[src/rtl/pauli_rom_sequencer.sv]
// ---------------------------------------------------------------------------
// pauli_rom_sequencer
//
// Reads a run of encoded Pauli strings out of the block ROM and streams them,
// one word per beat, to the measurement/tomography datapath over valid/ready.
// A run is a base address plus an entry count. Reads are issued only while
// there is guaranteed room for their data. That room is the in-flight tag
// count plus the skid FIFO occupancy, and it must stay below FIFO_DEPTH.
// Because of this, downstream backpressure can never drop a returning word.
//
// Ports
//   clk        posedge clock
//   rst_n      synchronous active-low reset
//   start      one-cycle run request (IDLE only, ignored together with abort)
//   abort      cancel the current run, flush FIFO and in-flight tags
//   base_addr  first ROM address of the run
//   count      number of strings in the run (0 = empty run)
//   busy       run in progress (RUN/DRAIN)
//   done       one-cycle pulse on normal completion
//   rom_en     ROM read enable
//   rom_addr   ROM read address (wraps modulo 2^ADDR_W)
//   rom_dout   ROM read data, valid ROM_LAT cycles after rom_en
//   m_data     streamed Pauli string
//   m_valid    m_data valid
//   m_ready    downstream accept
//   m_last     final beat of the run
//   m_index    0-based beat number within the run
//
// state  | meaning
// -------+---------------------------------------------------------------
// IDLE   | waiting for start; run parameters captured on accepted start
// RUN    | issuing ROM reads while entries remain and credit allows
// DRAIN  | all reads issued; waiting for in-flight data and FIFO to empty
// FIN    | one-cycle done pulse, then back to IDLE
// ---------------------------------------------------------------------------
module pauli_rom_sequencer #(
  parameter int ADDR_W  = 6,
  parameter int DATA_W  = 64,
  parameter int ROM_LAT = 1
) (
  input  logic              clk,
  input  logic              rst_n,
  input  logic              start,
  input  logic              abort,
  input  logic [ADDR_W-1:0] base_addr,
  input  logic [ADDR_W:0]   count,
  output logic              busy,
  output logic              done,
  output logic              rom_en,
  output logic [ADDR_W-1:0] rom_addr,
  input  logic [DATA_W-1:0] rom_dout,
  output logic [DATA_W-1:0] m_data,
  output logic              m_valid,
  input  logic              m_ready,
  output logic              m_last,
  output logic [ADDR_W:0]   m_index
);

  localparam int FIFO_DEPTH = ROM_LAT + 2;
  localparam int PTR_W      = (FIFO_DEPTH > 1) ? $clog2(FIFO_DEPTH) : 1;
  localparam int CNT_W      = $clog2(FIFO_DEPTH + 1);
  localparam int OCC_W      = CNT_W + 1;

  typedef enum logic [1:0] {
    S_IDLE  = 2'd0,
    S_RUN   = 2'd1,
    S_DRAIN = 2'd2,
    S_FIN   = 2'd3
  } state_t;

  state_t state_q, state_d;

  logic [ADDR_W-1:0] base_q, base_d;
  logic [ADDR_W:0]   count_q, count_d;
  logic [ADDR_W:0]   issued_q, issued_d;
  logic [ADDR_W:0]   out_idx_q, out_idx_d;
  logic [ROM_LAT-1:0] tag_q, tag_d;

  logic [DATA_W-1:0] fifo_mem [0:FIFO_DEPTH-1];
  logic [PTR_W-1:0]  wr_ptr_q, wr_ptr_d;
  logic [PTR_W-1:0]  rd_ptr_q, rd_ptr_d;
  logic [CNT_W-1:0]  fifo_cnt_q, fifo_cnt_d;

  logic [CNT_W-1:0]  inflight;
  logic [OCC_W-1:0]  occupancy;
  logic              credit_ok;
  logic              accept_start;
  logic              flush;
  logic              push;
  logic              pop;

  function automatic logic [PTR_W-1:0] ptr_inc(input logic [PTR_W-1:0] p);
    if (p == PTR_W'(FIFO_DEPTH - 1)) begin
      return '0;
    end
    return p + PTR_W'(1);
  endfunction

  // Reads currently travelling through the ROM pipeline.
  always_comb begin
    inflight = '0;
    for (int i = 0; i < ROM_LAT; i++) begin
      inflight = inflight + CNT_W'(tag_q[i]);
    end
  end

  // Credit uses only registered occupancy; a pop in this cycle does not
  // free a slot until the next one, which keeps the bound simple and safe.
  assign occupancy = OCC_W'(inflight) + OCC_W'(fifo_cnt_q);
  assign credit_ok = (occupancy < OCC_W'(FIFO_DEPTH));

  assign accept_start = (state_q == S_IDLE) && start && !abort;
  assign flush        = (state_q != S_IDLE) && abort;

  assign rom_en   = (state_q == S_RUN) && (issued_q < count_q) && credit_ok;
  assign rom_addr = base_q + issued_q[ADDR_W-1:0];

  // The oldest tag matures exactly when its rom_dout is on the bus.
  assign push = tag_q[ROM_LAT-1] && !flush;

  assign m_valid = (fifo_cnt_q != '0);
  assign pop     = m_valid && m_ready && !flush;
  assign m_data  = m_valid ? fifo_mem[rd_ptr_q] : '0;
  assign m_index = out_idx_q;
  assign m_last  = m_valid && (out_idx_q == (count_q - (ADDR_W+1)'(1)));

  // -------------------------------------------------------------------------
  // FSM
  // -------------------------------------------------------------------------
  always_ff @(posedge clk) begin
    if (!rst_n) begin
      state_q <= S_IDLE;
    end else begin
      state_q <= state_d;
    end
  end

  always_comb begin
    state_d = state_q;
    busy    = 1'b0;
    done    = 1'b0;
    case (state_q)
      S_IDLE: begin
        if (accept_start) begin
          state_d = (count == '0) ? S_FIN : S_RUN;
        end
      end
      S_RUN: begin
        busy = 1'b1;
        if (abort) begin
          state_d = S_IDLE;
        end else if (issued_q == count_q) begin
          state_d = S_DRAIN;
        end
      end
      S_DRAIN: begin
        busy = 1'b1;
        if (abort) begin
          state_d = S_IDLE;
        end else if ((fifo_cnt_q == '0) && (inflight == '0)) begin
          state_d = S_FIN;
        end
      end
      S_FIN: begin
        done    = 1'b1;
        state_d = S_IDLE;
      end
      default: begin
        state_d = S_IDLE;
      end
    endcase
  end

  // -------------------------------------------------------------------------
  // Run counters and in-flight tags
  // -------------------------------------------------------------------------
  always_comb begin
    base_d    = base_q;
    count_d   = count_q;
    issued_d  = issued_q;
    out_idx_d = out_idx_q;
    tag_d     = '0;

    if (accept_start) begin
      base_d    = base_addr;
      count_d   = count;
      issued_d  = '0;
      out_idx_d = '0;
    end else if (flush) begin
      base_d    = '0;
      count_d   = '0;
      issued_d  = '0;
      out_idx_d = '0;
    end else begin
      if (rom_en) begin
        issued_d = issued_q + (ADDR_W+1)'(1);
      end
      if (pop) begin
        out_idx_d = out_idx_q + (ADDR_W+1)'(1);
      end
    end

    // Abort clears the pipeline so late rom_dout never reaches the FIFO.
    if (!flush) begin
      tag_d[0] = rom_en;
      for (int i = 1; i < ROM_LAT; i++) begin
        tag_d[i] = tag_q[i-1];
      end
    end
  end

  always_ff @(posedge clk) begin
    if (!rst_n) begin
      base_q    <= '0;
      count_q   <= '0;
      issued_q  <= '0;
      out_idx_q <= '0;
      tag_q     <= '0;
    end else begin
      base_q    <= base_d;
      count_q   <= count_d;
      issued_q  <= issued_d;
      out_idx_q <= out_idx_d;
      tag_q     <= tag_d;
    end
  end

  // -------------------------------------------------------------------------
  // Skid FIFO
  // -------------------------------------------------------------------------
  always_comb begin
    wr_ptr_d   = wr_ptr_q;
    rd_ptr_d   = rd_ptr_q;
    fifo_cnt_d = fifo_cnt_q;
    if (flush) begin
      wr_ptr_d   = '0;
      rd_ptr_d   = '0;
      fifo_cnt_d = '0;
    end else begin
      if (push) begin
        wr_ptr_d = ptr_inc(wr_ptr_q);
      end
      if (pop) begin
        rd_ptr_d = ptr_inc(rd_ptr_q);
      end
      case ({push, pop})
        2'b10:   fifo_cnt_d = fifo_cnt_q + CNT_W'(1);
        2'b01:   fifo_cnt_d = fifo_cnt_q - CNT_W'(1);
        default: fifo_cnt_d = fifo_cnt_q;
      endcase
    end
  end

  always_ff @(posedge clk) begin
    if (!rst_n) begin
      wr_ptr_q   <= '0;
      rd_ptr_q   <= '0;
      fifo_cnt_q <= '0;
    end else begin
      wr_ptr_q   <= wr_ptr_d;
      rd_ptr_q   <= rd_ptr_d;
      fifo_cnt_q <= fifo_cnt_d;
    end
  end

  // Storage needs no reset; m_data is masked to zero whenever the FIFO is empty.
  always_ff @(posedge clk) begin
    if (rst_n && push) begin
      fifo_mem[wr_ptr_q] <= rom_dout;
    end
  end

endmodule

[config.mk]
export PLATFORM = sky130hd
export DESIGN_NAME = pauli_rom_sequencer
export DESIGN_NICKNAME = d
export VERILOG_FILES = /design/src/rtl/pauli_rom_sequencer.sv
export SDC_FILE = /design/constraint.sdc
export NUM_CORES = 1
export LEC_CHECK = 0
export CAP_MARGIN = 20
export CORE_MARGIN = 2
export CORE_UTILIZATION = 55
export CTS_CLUSTER_SIZE = 28
export DETAILED_ROUTE_END_ITERATION = 8
export PLACE_DENSITY_LB_ADDON = 0.1
export SYNTH_ARGS = -nofsm -noshare
export SYNTH_HDL_FRONTEND = slang
export SYNTH_SLANG_ARGS = --single-unit
[constraint.sdc]
create_clock -name clk -period 16.45 [get_ports clk]
set_input_delay 1.645 -clock clk [delete_from_list [all_inputs] [get_ports clk]]
set_output_delay 1.645 -clock clk [all_outputs]
set_load 0.05 [all_outputs]
==> out/results.ini, run 1 <==
[placement]
gp_congestion = 0.8137
place_area_mm2 = 0.01145
pre_cts_ws_ps = 12230
portBuffers = 163
hpwl_mm = 12.58
dp_cells = 1092

[global_routing]
grt_pass1_vias = 6219
met3_usage_pct = 3.766
antenna_found_initial = 0
grt_start_max_net_pins = 73
grt_pass1_wl_mm = 30.82
grt_overflow = 0
use_met2_pct = 35.76
grt_usage_pct = 21.19
met1_usage_pct = 28.31
grt_busiest_layer = met2

[logic_synthesis]
yosys.area_share.simple_pct = 10.38
syn_avg_cell_area_um2 = 13.15
synth_top_family_by_area = simple AND/OR/NAND/NOR gates
synth_most_common_cell = edfxtp_1
synth_warnings = 0
synth_cell_types = 49
syn_nets = 835
synth-edff-count = 192
ys_top_cells_by_count = edfxtp_1, nor2_1, a21oi_1
synth-xor-area-share_pct = 1.645
async_flop_share_pct = 0
synth_area_mm2 = 0.009585
synth_top_cell_area_share_pct = 60.15
synth_ff_type = edfxtp_1
ys_top_cells_by_area = edfxtp_1, dfxtp_1, mux2i_1
synth_compound_area_share_pct = 7.375
synthMuxAreaShare_pct = 7.101
ys_seq_area_share_pct = 68.09
synth_fa_ha_area_share_pct = 3.211
yosys.area.top_type = edfxtp_1
syn_inst = 729
yosys_register_bits = 230

[timing]
tightest_slew_ps = 909.0
timing.final.hold_violations = 0
tns_ps = 0
slew-limit-headroom_pct = 39.40
period_share_pct = 29.23
fmax_mhz = 208.0
slew_violations = 0
period_needed_ps = 4808
setup_violations = 0
rsz0062_at_grt = no
worst_slack_ps = 11640
clock_skew_ps = 4.220

[floorplanning]
die_w_um = 136.0
rows = 48
core_mm2 = 0.01718
die_area_mm2 = 0.01850
initial_utilization_pct = 55.81
die_h_um = 136.0
ios = 164

[critical_path]
rr_startpoint = fifo_cnt_q[0]
worstPathRequired_ps = 14800
r2r-end = fifo_cnt_q[1]
reg2reg_slack_ps = 13980
end_kind = output port
worst_setup_path_start_kind = register
r2r_cells = 7
crit_end = m_data[63]
arrival_ps = 3160
criticalPathCategory = register to output port
critical_path.max_fanout = 72

[layout]
final_nets = 999
area.growth.synth_to_final_pct = 28.13
design_area_mm2 = 0.01228
final_util_pct = 71.50
layout-drive-gt1-share_pct = 6.703
diodes = 0
stdcell_count = 1135

[clocking]
clock_latency_ps = 500
cts_root_buf = clkbuf_16
cts_hold_buf = 0
htreeDepth = 1
cts_buffers = 24
cts_buffer_depth = 3
cts.sinks = 230
cts_setup_buffers = 0
clk_pin_slew_ps = 60
cts_tree = done
postCtsResizedCells = 0

[routing]
first_iter_violations = 419
avgRoutedWirePerCell_um = 17.46
post-route-drc-count = 0
routed_wirelength_mm = 19.82
dr.pass1.iters = 4
routed_via_density = 5.430
num_vias = 6163
final_antenna_net_count = 0

[job]
max_cap_violations = 0

[power_and_ir_drop]
p_sw_uw = 385.9
p_clk_share_pct = 37.5
power_frac_comb_pct = 17.8
power.share.switching_pct = 26.22
power.static_leakage_uw = 0.004162
p_int_uw = 1086
vdd_drop_max_mv = 0.09055
p_seq_share_pct = 44.7
powerDensity_mw_per_mm2 = 119.9

[status]
status = finished, final reports clean

[worst_hold_path]
hp-class = register to register

-- routing by layer --
| layer | share of wire (%) | up-vias |
|---|---|---|
| met4 | 2.0 | 0 |
| met1 | 43 | 2949 |
| li1 | - | 3007 |
| met3 | 6.1 | 31 |
| met2 | 49 | 176 |
| met5 | 0 | - |
-- cell type report --
type	instances	area, um2
tap	225	281.5
fill	1225	4895
clock inverter	5	73.82
timing repair buffer	172	1719
multi-input combinational	451	2865
inverter	14	53.80
clock buffer	38	754.5
sequential	230	6534
-- flip-flops by register name, indices dropped and copies added, names as in the netlist, named ones only --
register    count
m_index         7
tag_q           1
wr_ptr_q        2
state_q         2
fifo_cnt_q      2
rd_ptr_q        2
base_q          6
issued_q        7
count_q         7
fifo_mem      192
-- metrics by stage --
| stage | hold WS [ps] | power (uW) |
|---|---|---|
| 6_report | 489.3 | 1472 |
| 4_1_cts | 487.7 | 1483 |
| 5_1_grt | 506.4 | 1526 |
| 3_5_place_dp | 472.5 | 931.9 |
| 3_3_place_gp | 451.1 | 924.0 |
| 2_1_floorplan | 446.4 | 847.9 |
-- power by group through the flow --
stage	Clock [uW]	Sequential, uW	Combinational (uW)
floorplan	0	668	180
global placement	0	672	252
detailed placement	0	670	262
CTS	561	658	264
global route	583	660	283
finish	551	658	262
-- cell usage in the layout (no fill, tap or decap), types with 2 or more instances in the layout --
master / Yosys / final
a21o_1: 4 / 4
a21oi_1: 83 / 83
a22o_1: 6 / 6
a22oi_2: 2 / 2
a311oi_1: 2 / 2
and2_1: 3 / 3
and4_1: 2 / 2
buf_4: 1 / 8
bufinv_16: 0 / 2
clkbuf_1: 14 / 5
clkbuf_16: 0 / 25
clkbuf_8: 0 / 8
clkdlybuf4s50_1: 0 / 163
clkinv_2: 1 / 3
dfxtp_1: 38 / 36
dfxtp_4: 0 / 2
edfxtp_1: 192 / 192
ha_1: 23 / 23
inv_1: 13 / 13
mux2i_1: 68 / 68
nand2_1: 22 / 22
nand2b_1: 3 / 3
nand3_1: 8 / 8
nand4_1: 3 / 3
nor2_1: 139 / 139
nor2b_1: 2 / 2
nor3_1: 8 / 7
nor4_1: 5 / 4
o21ai_0: 14 / 14
o31ai_1: 7 / 7
or3_1: 6 / 6
or4_1: 5 / 5
xnor2_1: 11 / 11
xor2_1: 7 / 7
-- cells by family (layout without fill, tap and decap cells) --
| logic type | Yosys count | count (layout) |
|---|---|---|
| flops | 230 | 230 |
| simple gates | 219 | 219 |
| compound gates | 122 | 122 |
| mux | 68 | 68 |
| buf+inv | 48 | 229 |
| fa+ha+maj | 24 | 24 |
| xor+xnor | 18 | 18 |
-- worst min path at each step --
stage | startpoint | to | slack [ps] | cells past startpoint
6_report | base_q[4] | base_q[4] | 490 | 1
5_1_grt | base_q[4] | base_q[4] | 510 | 1
4_1_cts | rd_ptr_q[0] | register | 490 | 2
3_5_place_dp | rd_ptr_q[0] | register | 470 | 2
3_3_place_gp | rd_ptr_q[0] | register | 450 | 2
2_1_floorplan | issued_q[6] | issued_q[6] | 450 | 2
-- worst max-delay path: stages, from the launching register on --
cell and delay [ps]:
dfxtp_4 710, buf_4 660, a21oi_1 240, nor2_1 160, clkdlybuf4s50_1 820
(Power assumes the default switching activity.)
==> run 2, diff against run 1 <==
Settings changed: CORE_UTILIZATION 55 to 48.
Clock period 16.45 ns to 4.15 ns, I/O delays scaled along.
==> out/results.ini, run 2 (synthesized netlist as in run 1, its figures left out) <==
[clocking]
cts_hold_buf = 0  ; unchanged
htreeDepth = 1  ; unchanged
postCtsResizedCells = 0  ; unchanged
cts_buffers = 24  ; unchanged
cts_root_buf = clkbuf_16
clock_latency_ps = 520  ; +20 ps
clk_pin_slew_ps = 60  ; about the same
cts_buffer_depth = 3  ; unchanged
cts_setup_buffers = 0  ; unchanged
cts.sinks = 230  ; unchanged
cts_tree = done

[timing]
timing.final.hold_violations = 0  ; unchanged
tightest_slew_ps = 954.1  ; +45.08 ps
slew_violations = 0  ; unchanged
clock_skew_ps = 18.23  ; +14.01 ps
tns_ps = 0  ; unchanged
period_share_pct = 83.67
hold_ws_ps = 474.8  ; -14.49 ps
slew-limit-headroom_pct = 36.39  ; -3.0 points
fmax_mhz = 288.0
period_needed_ps = 3472
rsz0062_at_grt = no
setup_violations = 0  ; unchanged

[layout]
final-seq-area_mm2 = 0.006534  ; unchanged
diodes = 0  ; unchanged
top_register = fifo_mem
fillers = 1547  ; +26%
final_nets = 999  ; unchanged
final_common_cell = edfxtp_1
multiInputGateArea_mm2 = 0.002884  ; +0.66%
largest_register_ffs = 192  ; unchanged
area.growth.synth_to_final_pct = 27.46
layout.cells.most_common_list = edfxtp_1, clkdlybuf4s50_1, nor2_1
layout-drive-gt1-share_pct = 5.934  ; -0.77 points

[floorplanning]
rows = 51  ; +6.3%
die_area_mm2 = 0.02112  ; +14%
die_h_um = 145.3  ; +6.8%
ios = 164  ; unchanged
die_w_um = 145.3  ; +6.8%
core_mm2 = 0.01953  ; +14%
initial_utilization_pct = 49.09  ; -6.7 points

[placement]
portBuffers = 163  ; unchanged
gp_congestion = 0.8261  ; +1.5%
hpwl_mm = 12.73  ; +1.2%

[global_routing]
antenna_found_initial = 0  ; unchanged
grt_pass1_vias = 6306  ; +1.4%
grt_busiest_layer = met2
grt_start_max_net_pins = 85  ; +16%
grt_pass1_wl_mm = 32.44  ; +5.2%
met3_usage_pct = 3.302  ; -0.46 points
grt_overflow = 0  ; unchanged
use_met2_pct = 32.44  ; -3.3 points
grt_usage_pct = 19.01  ; -2.2 points
met1_usage_pct = 25.66  ; -2.6 points

[critical_path]
critical_path.max_fanout = 12  ; -83%
criticalPathCategory = register to output port
end_kind = output port
arrival_ps = 3060  ; -100 ps
worst_setup_path_start_kind = register
worstPathRequired_ps = 3730  ; -11070 ps

[routing]
num_vias = 6180  ; +0.28%
final_antenna_net_count = 0  ; unchanged
first_iter_violations = 332  ; -21%
routed_wirelength_mm = 20.08  ; +1.3%
dr.pass1.iters = 5  ; +1
routed_via_density = 5.260  ; -3.1%
avgRoutedWirePerCell_um = 17.09  ; -2.1%
post-route-drc-count = 0  ; unchanged

[power_and_ir_drop]
powerDensity_mw_per_mm2 = 454.8  ; +280%
power.static_leakage_uw = 0.004087  ; -1.8%
power_uw = 5557  ; +280%
vdd_drop_max_mv = 0.4806  ; +430%

[job]
max_cap_violations = 0  ; unchanged

[worst_hold_path]
hp-class = register to register

[status]
status = finished, final reports clean

==> run 2: path summary, 6_finish.rpt <==
check	slack (ps)	startpoint	cells after the start	endpoint
setup / recovery	680	count_q[2]	6	rom_en
hold / removal	470	rd_ptr_q[0]	2	register
setup reg to reg	1710	state_q[0]	5	fifo_mem[1][0]
hold reg to reg	470	rd_ptr_q[0]	2	register
==> run 2: cell type report <==
| class | count | share of cell area [%] |
|---|---|---|
| Tap cell | 265 | 2.714 |
| Inverter | 14 | 0.4403 |
| Multi-Input combinational cell | 451 | 23.60 |
| Sequential cell | 230 | 53.48 |
| Clock inverter | 12 | 0.5223 |
| Clock buffer | 31 | 5.131 |
| Timing Repair Buffer | 172 | 14.11 |
==> run 2: critical path, stage by stage (launching register included) <==
cell and delay (ps):
dfxtp_1 420, inv_1 120, ha_1 350, nand3b_1 110, a21oi_1 640, nor2_1 160
clkdlybuf4s50_1 750
==> run 2: power breakdown <==
group	leakage, uW	internal, uW	switching [uW]
Sequential	0.00204	2560	51.2
Combinational	0.00171	385	660
Clock	0.000340	1060	837
Total	0.00409	4010	1550
==> run 2: routing by layer <==
metal  part of all wire [%]  vias up
met5                      0        -
met4                    1.4        0
met3                    4.9       26
met1                     45     2976
li1                       -     3008
met2                     49      170
==> run 2: per-stage QoR <==
stage / cell area (um2) / setup WS, ps / utilization, % / instances
after detailed placement: 11530 / 1259 / 59.04 / 1132
after floorplan: 9605 / 176.0 / - / 729
after CTS: 12220 / 697.5 / 62.57 / 1175
after global placement: 11530 / 1353 / 59.04 / 1132
after global routing: 12220 / 561.0 / 62.57 / 1175
final: 12220 / 677.6 / 62.57 / 1175
==> run 3, diff against run 2 <==
Settings changed: CORE_UTILIZATION 48 to 53.
Clock period 4.15 ns to 3.6 ns, I/O delays scaled along.
==> out/results.ini, run 3 (synthesized netlist as in run 1, its figures left out) <==
[routing]
dr.pass1.iters = 6  ; +1
first_iter_violations = 320  ; -3.6%
routed_wirelength_mm = 19.49  ; -2.9%
avgRoutedWirePerCell_um = 17.05  ; -0.21%
post-route-drc-count = 0  ; unchanged
final_antenna_net_count = 0  ; unchanged
routed_via_density = 5.376  ; +2.2%
num_vias = 6145  ; -0.57%

[global_routing]
met1_usage_pct = 25.57  ; -0.091 points
grt_busiest_layer = met2
grt_overflow = 0  ; unchanged
grt_start_max_net_pins = 62  ; -27%
met3_usage_pct = 3.706  ; +0.40 points
grt_pass1_wl_mm = 31.40  ; -3.2%
grt_usage_pct = 20.08  ; +1.1 points
antenna_found_initial = 1  ; +1
use_met2_pct = 35.85  ; +3.4 points
grt_pass1_vias = 6344  ; +0.60%

[critical_path]
worstPathRequired_ps = 3240  ; -490 ps
end_kind = output port
worst_setup_path_start_kind = register
crit_chain = inv_1 -> ha_1 -> nand3b_1 -> a21oi_1 -> nor2_1 -> clkdlybuf4s50_1
crit_family = buffers and inverters
critical_path.max_fanout = 12  ; unchanged
worst-path-buf-inv = 2  ; unchanged
criticalPathCategory = register to output port
arrival_ps = 2960  ; -100 ps
cpPeakStageDelay_ps = 740  ; about the same
cp_slowest_cell = clkdlybuf4s50_1

[layout]
top_register = fifo_mem
area.growth.synth_to_final_pct = 27.84
final_nets = 1002  ; +0.30%
largest_register_ffs = 192  ; unchanged
final_common_cell = edfxtp_1
layout-drive-gt1-share_pct = 6.134  ; +0.20 points
layout.cells.most_common_list = edfxtp_1, clkdlybuf4s50_1, nor2_1

[timing]
period_share_pct = 92.30
setup_violations = 0  ; unchanged
timing.final.hold_violations = 0  ; unchanged
slew_violations = 0  ; unchanged
tightest_slew_ps = 786.8  ; -167.3 ps
hold_ws_ps = 442.5  ; -32.36 ps
rsz0062_at_grt = no
fmax_mhz = 300.9
slew-limit-headroom_pct = 47.55  ; +11 points
clock_skew_ps = 9.072  ; -9.163 ps
tns_ps = 0  ; unchanged
period_needed_ps = 3323

[clocking]
cts.sinks = 230  ; unchanged
postCtsResizedCells = 0  ; unchanged
cts_setup_buffers = 0  ; unchanged
cts_root_buf = clkbuf_16
cts_tree = done
cts_hold_buf = 0  ; unchanged
clock_latency_ps = 510  ; about the same
cts_buffer_depth = 3  ; unchanged
htreeDepth = 1  ; unchanged
cts_buffers = 23  ; -4.2%
clk_pin_slew_ps = 60  ; about the same

[placement]
portBuffers = 163  ; unchanged
hpwl_mm = 12.50  ; -1.9%
gp_congestion = 0.8234  ; -0.33%

[floorplanning]
die_h_um = 138.5  ; -4.7%
die_area_mm2 = 0.01918  ; -9.2%
die_w_um = 138.5  ; -4.7%
ios = 164  ; unchanged
initial_utilization_pct = 53.73  ; +4.6 points
core_mm2 = 0.01784  ; -8.6%
rows = 49  ; -3.9%

[power_and_ir_drop]
power.static_leakage_uw = 0.004123  ; +0.88%
vdd_drop_max_mv = 0.4845  ; +0.81%
powerDensity_mw_per_mm2 = 531.2  ; +17%
power_uw = 6510  ; +17%

[status]
status = finished, final reports clean

[worst_hold_path]
hp-class = primary input to register

[job]
max_cap_violations = 0  ; unchanged

run 3: cell types whose count changed in the layout (fill, tap and decap cells not counted):
cell / delta
clkbuf_16: -1
clkbuf_8: +1
bufinv_16: +2
buf_12: +1
diode_2: +1
buf_4: +3
clkinv_2: -4
inv_16: +1
clkinv_8: -1
clkbuf_1: +1
run 3: layout make-up:
cell class,count,area (um2)
diodes,1,2.502
clock buffers,32,619.3
clock inverters,10,107.6
fillers,1291,5587
inverters,14,53.80
multi-input cells,451,2884
flip-flops and latches,230,6534
well taps,229,286.5
repair buffers,176,1767
run 3: layer usage:
layer	share of wire [%]	up-vias
met5	0	-
met2	50	164
met3	5.4	19
met1	43	2951
li1	-	3011
met4	1.4	0
run 3: final timing paths:
path	startpoint	end	slack (ps)	depth (start not counted)
setup / recovery	count_q[2]	rom_en	280	6
hold / removal	count[2]	count_q[2]	440	3
setup reg to reg	state_q[0]	fifo_mem[2][29]	1240	6
hold reg to reg	issued_q[6]	issued_q[6]	490	2
run 3: per-stage QoR:
stage / cell area (um2) / util (%) / setup slack [ps] / std cells
floorplan: 9612 / - / 180.0 / 729
global placement: 11520 / 64.60 / 914.0 / 1100
detailed placement: 11520 / 64.60 / 836.9 / 1100
CTS: 12250 / 68.67 / 266.2 / 1142
global route: 12250 / 68.69 / 79.12 / 1143
finish: 12250 / 68.69 / 277.2 / 1143
run 3: worst reg2reg max path: stages, from the launching register on:
cell	delay (ps)
dfxtp_1	340
inv_1	110
ha_1	220
nand2b_2	250
nand2_1	260
nor3_4	250
buf_4	550
run 3: power by group:
group,internal [uW],leakage [uW],switching (uW)
sequential,2950,0.00204,55.5
combinational,445,0.00174,761
clock,1350,0.000351,948
total,4750,0.00412,1760
